**src/rtl/sumsq_accum.sv**
```systemverilog
// Streaming sum-of-squares accumulator feeding the square-root unit.
// Squares signed elements, accumulates with saturation, and holds the result under valid/ready.
module sumsq_accum #(
    parameter int unsigned dataLen = 16,
    parameter int unsigned outLen  = 32,
    parameter int unsigned cntLen  = 16
) (
    input  logic                      clk,
    input  logic                      reset,
    input  logic                      in_valid,
    output logic                      in_ready,
    input  logic signed [dataLen-1:0] in_data,
    input  logic                      in_last,
    output logic                      out_valid,
    input  logic                      out_ready,
    output logic        [outLen-1:0]  out_data,
    output logic                      out_sat,
    output logic        [cntLen-1:0]  out_count
);

    localparam int unsigned sqLen = 2 * dataLen;

    typedef enum logic [1:0] {IDLE, ACCUM, HOLD} state_t;

    state_t             state_q, state_d;
    logic [outLen-1:0]  acc_q, acc_d;
    logic [cntLen-1:0]  cnt_q, cnt_d;
    logic               sat_q, sat_d;
    logic [outLen-1:0]  odata_q, odata_d;
    logic               osat_q, osat_d;
    logic [cntLen-1:0]  ocount_q, ocount_d;

    logic signed [sqLen-1:0] din_ext;
    logic signed [sqLen-1:0] sq_s;
    logic        [sqLen-1:0] sq;
    logic        [outLen:0]  sum;
    logic [outLen-1:0]       acc_new;
    logic                    sat_new;
    logic [cntLen-1:0]       cnt_new;
    logic                    accept;

    // Sign-extend before multiplying so the full-width product is exact.
    assign din_ext = sqLen'(in_data);
    assign sq_s    = din_ext * din_ext;
    assign sq      = $unsigned(sq_s);
    assign sum     = {1'b0, acc_q} + {{(outLen + 1 - sqLen){1'b0}}, sq};

    assign sat_new = sat_q | sum[outLen];
    assign acc_new = sat_new ? {outLen{1'b1}} : sum[outLen-1:0];
    assign cnt_new = (&cnt_q) ? cnt_q : cnt_q + {{(cntLen-1){1'b0}}, 1'b1};

    assign in_ready  = (state_q != HOLD) && !reset;
    assign accept    = in_valid && (state_q != HOLD);
    assign out_valid = (state_q == HOLD);
    assign out_data  = odata_q;
    assign out_sat   = osat_q;
    assign out_count = ocount_q;

    always_comb begin
        state_d  = state_q;
        acc_d    = acc_q;
        cnt_d    = cnt_q;
        sat_d    = sat_q;
        odata_d  = odata_q;
        osat_d   = osat_q;
        ocount_d = ocount_q;
        case (state_q)
            IDLE, ACCUM: begin
                if (accept) begin
                    acc_d = acc_new;
                    cnt_d = cnt_new;
                    sat_d = sat_new;
                    if (in_last) begin
                        state_d  = HOLD;
                        odata_d  = acc_new;
                        osat_d   = sat_new;
                        ocount_d = cnt_new;
                    end else begin
                        state_d = ACCUM;
                    end
                end
            end
            HOLD: begin
                if (out_ready) begin
                    state_d = IDLE;
                    acc_d   = '0;
                    cnt_d   = '0;
                    sat_d   = 1'b0;
                end
            end
            default: state_d = IDLE;
        endcase
    end

    always_ff @(posedge clk or posedge reset) begin
        if (reset) begin
            state_q  <= IDLE;
            acc_q    <= '0;
            cnt_q    <= '0;
            sat_q    <= 1'b0;
            odata_q  <= '0;
            osat_q   <= 1'b0;
            ocount_q <= '0;
        end else begin
            state_q  <= state_d;
            acc_q    <= acc_d;
            cnt_q    <= cnt_d;
            sat_q    <= sat_d;
            odata_q  <= odata_d;
            osat_q   <= osat_d;
            ocount_q <= ocount_d;
        end
    end

endmodule

```
**config.mk**
```make
export PLATFORM = sky130hd
export DESIGN_NAME = sumsq_accum
export DESIGN_NICKNAME = d
export VERILOG_FILES = /design/src/rtl/sumsq_accum.sv
export SDC_FILE = /design/constraint.sdc
export NUM_CORES = 1
export LEC_CHECK = 0
export ABC_CLOCK_PERIOD_IN_PS = 3500
export BUFFER_PORTS_ARGS = -buffer_cell sky130_fd_sc_hd__buf_4
export CAP_MARGIN = 5
export CORE_ASPECT_RATIO = 0.8
export CORE_MARGIN = 2
export CORE_UTILIZATION = 25
export CTS_BUF_LIST = sky130_fd_sc_hd__clkbuf_4 sky130_fd_sc_hd__clkbuf_8 sky130_fd_sc_hd__clkbuf_16
export CTS_CLUSTER_SIZE = 14
export DETAILED_ROUTE_END_ITERATION = 8
export GPL_TIMING_DRIVEN = 1
export SLEW_MARGIN = 20
export SYNTH_ARGS = -nofsm -noshare
export SYNTH_HDL_FRONTEND = slang
export SYNTH_SLANG_ARGS = --single-unit
```
**constraint.sdc**
```tcl
create_clock -name clk -period 3.5 [get_ports clk]
set_clock_uncertainty 0.15 [all_clocks]
set_input_delay 0.35 -clock clk [delete_from_list [all_inputs] [get_ports clk]]
set_output_delay 0.35 -clock clk [all_outputs]
set_load 0.02 [all_outputs]
```
* After elaboration in Yosys (flattened, before gate mapping)
Index checks and enable logic that the tools add are counted.
Cells by class: $add $sub $neg 2, multipliers 1, divide/modulo/power cells 0, $lt $le $gt $ge 0, equal/unequal tests 5, shift operators 0, muxes and demuxes 15, bitwise logic cells 1, reduce and logical (&&, ||, !) cells 10
Operators with widths (number):
- $mux W32 | 3
- $pmux W32 S2 | 1
- $mux W16 | 3
- $add A32 B32 Y33 | 1
- $mul A16 B16 Y32 | 1
- $pmux W16 S2 | 1
- $add A16 B1 Y16 const B | 1
- $reduce_and A16 Y1 | 1
- $mux W2 | 3
- $reduce_and A3 Y1 | 2
- $ne A2 B2 Y1 const B | 2
- $pmux W2 S2 | 1
- $eq A2 B1 Y1 const B | 1
- $eq A2 B2 Y1 const B | 1
- $logic_and A1 B1 Y1 | 2
- $logic_not A2 Y1 | 1
- $mux W1 | 2
- $ne A2 B1 Y1 const B | 1
- $pmux W1 S2 | 1
- $reduce_and A2 Y1 | 1
- $reduce_bool A2 Y1 | 1
- $reduce_or A2 Y1 | 1
- $logic_not A1 Y1 | 1
- $or A1 B1 Y1 | 1
Storage, ports and cells: register bits 100, bits in latches 0, RAM bits 0, ROM bits 0, input port bits 21, output and inout bits 51, logic and storage cells 41, memories kept 0

* Depth between registers and ports, before layout
depth after elaboration 6, mapped depth 33, gate-level depth less buffers 31

* Least setup slack after synthesis
OpenSTA, ideal clock, no wires.
kind input -> register, start in in_data[1], end reg odata_q[18] (netlist: out_data[18]), setup time 0.083 ns, arrival 7.590 ns, setup slack -4.323 ns, stages on the path 31, path through clkbuf_1 > clkbuf_1 > nand2_1 > fa_1 > fa_1 > fa_1 > inv_1 > fa_1 > fa_1 > inv_1 > fa_1 > inv_1 > ha_1 > o21ai_0 > a2111oi_0 > o22ai_1 > o31ai_1 > a21oi_1 > o21bai_1 > a21oi_1 > xnor2_1 > ha_1 > and3_1 > nand4_1 > nor3_1 > a32oi_1 > a31o_2 > a22oi_2 > buf_2 > nor2_1 > o21ai_0
On the way: cells in the longest elaborated chain, start to end 4
Ends and longest elaborated chain:
- start: declaration | line 12 | input logic signed [dataLen-1:0] in_data,
- $mul A16 B16 Y32 * | line 44 | assign sq_s = din_ext * din_ext;
- $add A32 B32 Y33 * | line 46 | assign sum = {1'b0, acc_q} + {{(outLen + 1 - sqLen){1'b0}}, sq};
- $or A1 B1 Y1 | line 48 | assign sat_new = sat_q | sum[outLen];
- $mux W32 * | line 49 | assign acc_new = sat_new ? {outLen{1'b1}} : sum[outLen-1:0];
- end signal: assignment | line 109 | odata_q <= odata_d;
- end: declaration | line 29 | logic [outLen-1:0] odata_q, odata_d;
Every way passes the cells marked *; elsewhere a longest branch is shown, timed or not. A chain may end at the register's enable or synchronous reset.

* Worst setup path in the final report
start in in_data[5], end reg acc_q[24]
On the way: cells in the longest elaborated chain, start to end 6
Ends and longest elaborated chain:
- $mul A16 B16 Y32 * | line 44
- $add A32 B32 Y33 * | line 46
- $or A1 B1 Y1 | line 48
- $mux W32 * | line 49
- $mux W32 * | line 69 | if (accept) begin
- $pmux W32 S2 * | line 67 | case (state_q)
- end signal: assignment | line 98 | acc_q <= '0;
- end signal: assignment | line 106 | acc_q <= acc_d;
- end: declaration | line 26 | logic [outLen-1:0] acc_q, acc_d;
Every way passes the cells marked *; elsewhere a longest branch is shown, timed or not. The select of a mux whose other input is x is not followed.

==> results_tabular.tex <==
\begin{tabular}{lr}
\hline
Metric & Value \\
\hline
\multicolumn{2}{l}{\textbf{Critical path}} \\
Maximum fanout count along the critical path & 6 \\
Kind of capture point of the worst setup path & flip-flop \\
Most frequent cell on the critical path & sky130\_fd\_sc\_hd\_\_fa\_1 \\
Critical path class & input port to flip-flop \\
Longest individual stage delay on the worst path & 0.55 ns \\
Slowest stage cell on the critical path & sky130\_fd\_sc\_hd\_\_fa\_1 \\
Arrival @ worst endpoint & 7.72 ns \\
Element type at the critical path start & input port \\
Required @ worst endpoint & 3.60 ns \\
\multicolumn{2}{l}{\textbf{Place}} \\
Sum of net half-perimeters after detailed placement & 31.9 mm \\
Placed Cells incl. Taps & 2712 \\
Number of buffers inserted by port buffering & 71 \\
Global placement routability congestion & 0.851 \\
\multicolumn{2}{l}{\textbf{Synthesis}} \\
Async set-reset flop share out of synthesis & 1.00 \\
Net count after synthesis & 2019 \\
Average cell area after synthesis & 8.97 um2 \\
Syn. warnings & 0 \\
Mapped Cells & 1637 \\
Sequential fraction of the synthesis area & 0.170 \\
Netlist area before placement & 14700 um2 \\
Flops \& latches, synth & 100 \\
Number of flops mapped to enable cells by yosys & 0 \\
Unique cell type count in the Yosys netlist & 62 \\
Primary flip-flop cell chosen by synthesis mapping & sky130\_fd\_sc\_hd\_\_dfrtp\_1 \\
\multicolumn{2}{l}{\textbf{Layout}} \\
Final non-filler cell total & 2754 \\
Net count, final & 2362 \\
Utilization of the core after routing & 0.334 \\
Fraction of final layout cells sized beyond drive strength 1 & 0.268 \\
Diodes inserted & 0 \\
Commonest cells after routing, fill and taps aside & 355 x sky130\_fd\_sc\_hd\_\_buf\_4, 329 x sky130\_fd\_sc\_hd\_\_inv\_1, 226 x sky130\_fd\_sc\_hd\_\_fa\_1 \\
Area added between synthesis and finish & 32.3\% \\
Leading cell type in the layout, fill and taps excluded & sky130\_fd\_sc\_hd\_\_buf\_4 \\
\multicolumn{2}{l}{\textbf{Status}} \\
Status & finished with violations \\
Violations in the final reports & hold timing, setup timing \\
\multicolumn{2}{l}{\textbf{Timing}} \\
Setup violation total in the final timing report & 66 \\
RSZ-0062 raised after global routing & yes \\
Worst Hold Margin & -0.00675 ns \\
Final Hold Vio Count & 6 \\
Transition time at the pin with the least slew margin & 0.779 ns \\
Fmax & 131 MHz \\
Final critical-path required period & 7.62 ns \\
Summed negative setup slack over all endpoints & -263.86 ns \\
Final count of pins violating max slew & 0 \\
Post-route fraction of the period consumed by the critical path & 2.18 \\
Final setup margin & -4.12 ns \\
Normalized max-slew margin & 0.481 \\
\multicolumn{2}{l}{\textbf{CTS}} \\
Clock transition at the register clock pins on the worst setup and hold paths after CTS & 0.08 ns \\
Sinks on the clock net & 100 \\
\# H-tree levels & 3 \\
CTS root buffer & sky130\_fd\_sc\_hd\_\_clkbuf\_16 \\
Clock tree from TritonCTS & yes \\
CTS Hold Buffers Added & 0 \\
CTS buffer count & 9 \\
Maximum count of clock buffers along a single path & 2 \\
Clock latency on the worst-skew pair & 0.36 ns \\
\multicolumn{2}{l}{\textbf{Floorplan}} \\
Number of rows created at floorplan & 79 \\
Height of the chip & 221 um \\
Die ar. & 60700 um2 \\
Placeable core area & 58100 um2 \\
Effective utilization at floorplan & 0.253 \\
Die Wd & 275 um \\
Number of top-level pins & 72 \\
\multicolumn{2}{l}{\textbf{Route}} \\
Antenna viol nets, final & 0 \\
Routed via count divided by cell count & 4.40 \\
Routed WL per cell & 13.8 um \\
Number of design-rule violations left by the first detailed-router iteration & 528 \\
Total DRC errors in the routed layout & 0 \\
Number of detailed-route iterations in the first pass & 7 \\
Vias & 12100 \\
Routed WL & 38.0 mm \\
\multicolumn{2}{l}{\textbf{GRT}} \\
Pin count of the biggest net entering global routing & 87 \\
Overall fraction of global-route tracks in use & 0.131 \\
Total overflow reported by the global router & 0 \\
Number of global-route vias before repair & 13100 \\
First-pass GRT wire length & 64.4 mm \\
Antenna violations before repair & 0 \\
\multicolumn{2}{l}{\textbf{Hold path}} \\
Path class of the lowest-slack min-delay path & input port to async pin \\
\multicolumn{2}{l}{\textbf{Run}} \\
Number of maximum-capacitance constraint violations & 0 \\
\hline
\end{tabular}
cell usage after synthesis (17+ instances only):
cell type | count | area [um2]
sky130_fd_sc_hd__inv_1 | 342 | 1280
sky130_fd_sc_hd__fa_1 | 237 | 4740
sky130_fd_sc_hd__nand2_1 | 178 | 668
sky130_fd_sc_hd__ha_1 | 124 | 1550
sky130_fd_sc_hd__o21ai_0 | 113 | 566
sky130_fd_sc_hd__nor2_1 | 106 | 398
sky130_fd_sc_hd__dfrtp_1 | 100 | 2500
sky130_fd_sc_hd__a21oi_1 | 59 | 295
sky130_fd_sc_hd__xnor2_1 | 56 | 490
sky130_fd_sc_hd__clkbuf_1 | 46 | 173
sky130_fd_sc_hd__and2_1 | 35 | 219
sky130_fd_sc_hd__a21o_1 | 23 | 173
sky130_fd_sc_hd__xor2_1 | 21 | 184
sky130_fd_sc_hd__nand3_1 | 17 | 85.1
final timing paths:
check	startpoint	endpoint	slack (ns)	cells after the start
setup / recovery	in_data[5]	acc_q[24]	-4.12	31
hold / removal	reset	state_q[0]	-0.007	2
setup reg to reg	acc_q[0]	acc_q[24]	0.23	12
hold reg to reg	state_q[1]	state_q[0]	0.32	1
max in group asynchronous	reset	cnt_q[7]	2.57	3
min in group clk	in_last	state_q[0]	0.04	2
layer usage:
layer | track usage | vias to the layer above | part of all wire
li1 | - | 5847 | -
met1 | 0.170 | 6103 | 0.44
met2 | 0.239 | 143 | 0.52
met3 | 0.0125 | 31 | 0.022
met4 | 0.0214 | 0 | 0.011
met5 | 0 | - | 0
per-stage QoR:
step | instance area, um2 | setup slack (ns)
after floorplan | 14900 | -3.91
after global placement | 18300 | -4.43
after CTS | 19300 | -3.95
final | 19400 | -4.12
after global routing | 19400 | -4.43
after detailed placement | 18300 | -4.55
kinds of logic after synthesis:
| logic type | count (synthesis) | synth area share |
|---|---|---|
| AO/OA/AOI/OAI | 295 | 0.127 |
| XOR/XNOR | 77 | 0.0459 |
| adder cells (fa/ha/maj) | 361 | 0.429 |
| buffers and inverters | 392 | 0.101 |
| flip-flops | 100 | 0.170 |
| multiplexers | 5 | 0.00350 |
| AND/OR/NAND/NOR | 407 | 0.124 |
final cells by class:
class                      instances  area [um2]
fill                            5952       38700
multi-input combinational       1145       11300
timing repair buffer             381        3000
sequential                       100        2500
inverter                         343        1290
tap                              769         962
clock buffer                       9         225
clock inverter                     7        92.6
timing repair:
action	4_1_cts	5_1_grt
endpoints found under the setup margin	66	66
gates resized for setup	114	45
hold endpoints to repair	0	0
setup buffers	26	8
gates cloned	3	0
pin swaps	43	50
critical path, delay by kind of cell:
family	cells	cell delay, ns
buffers and inverters	7	0.73
xor gates and xnor gates	1	0.26
and+or+nand+nor	5	0.66
AOI/OAI and AO/OA	10	2.15
adders and majority gates	8	3.55
registers in the layout, summed over array words and instances (netlist names):
signal,count
out_count,16
sat_q,1
state_q,2
out_sat,1
out_data,32
acc_q,32
cnt_q,16
Power is not shown: default switching activity piles up to over one toggle a cycle in this logic, so the estimate is an artifact.
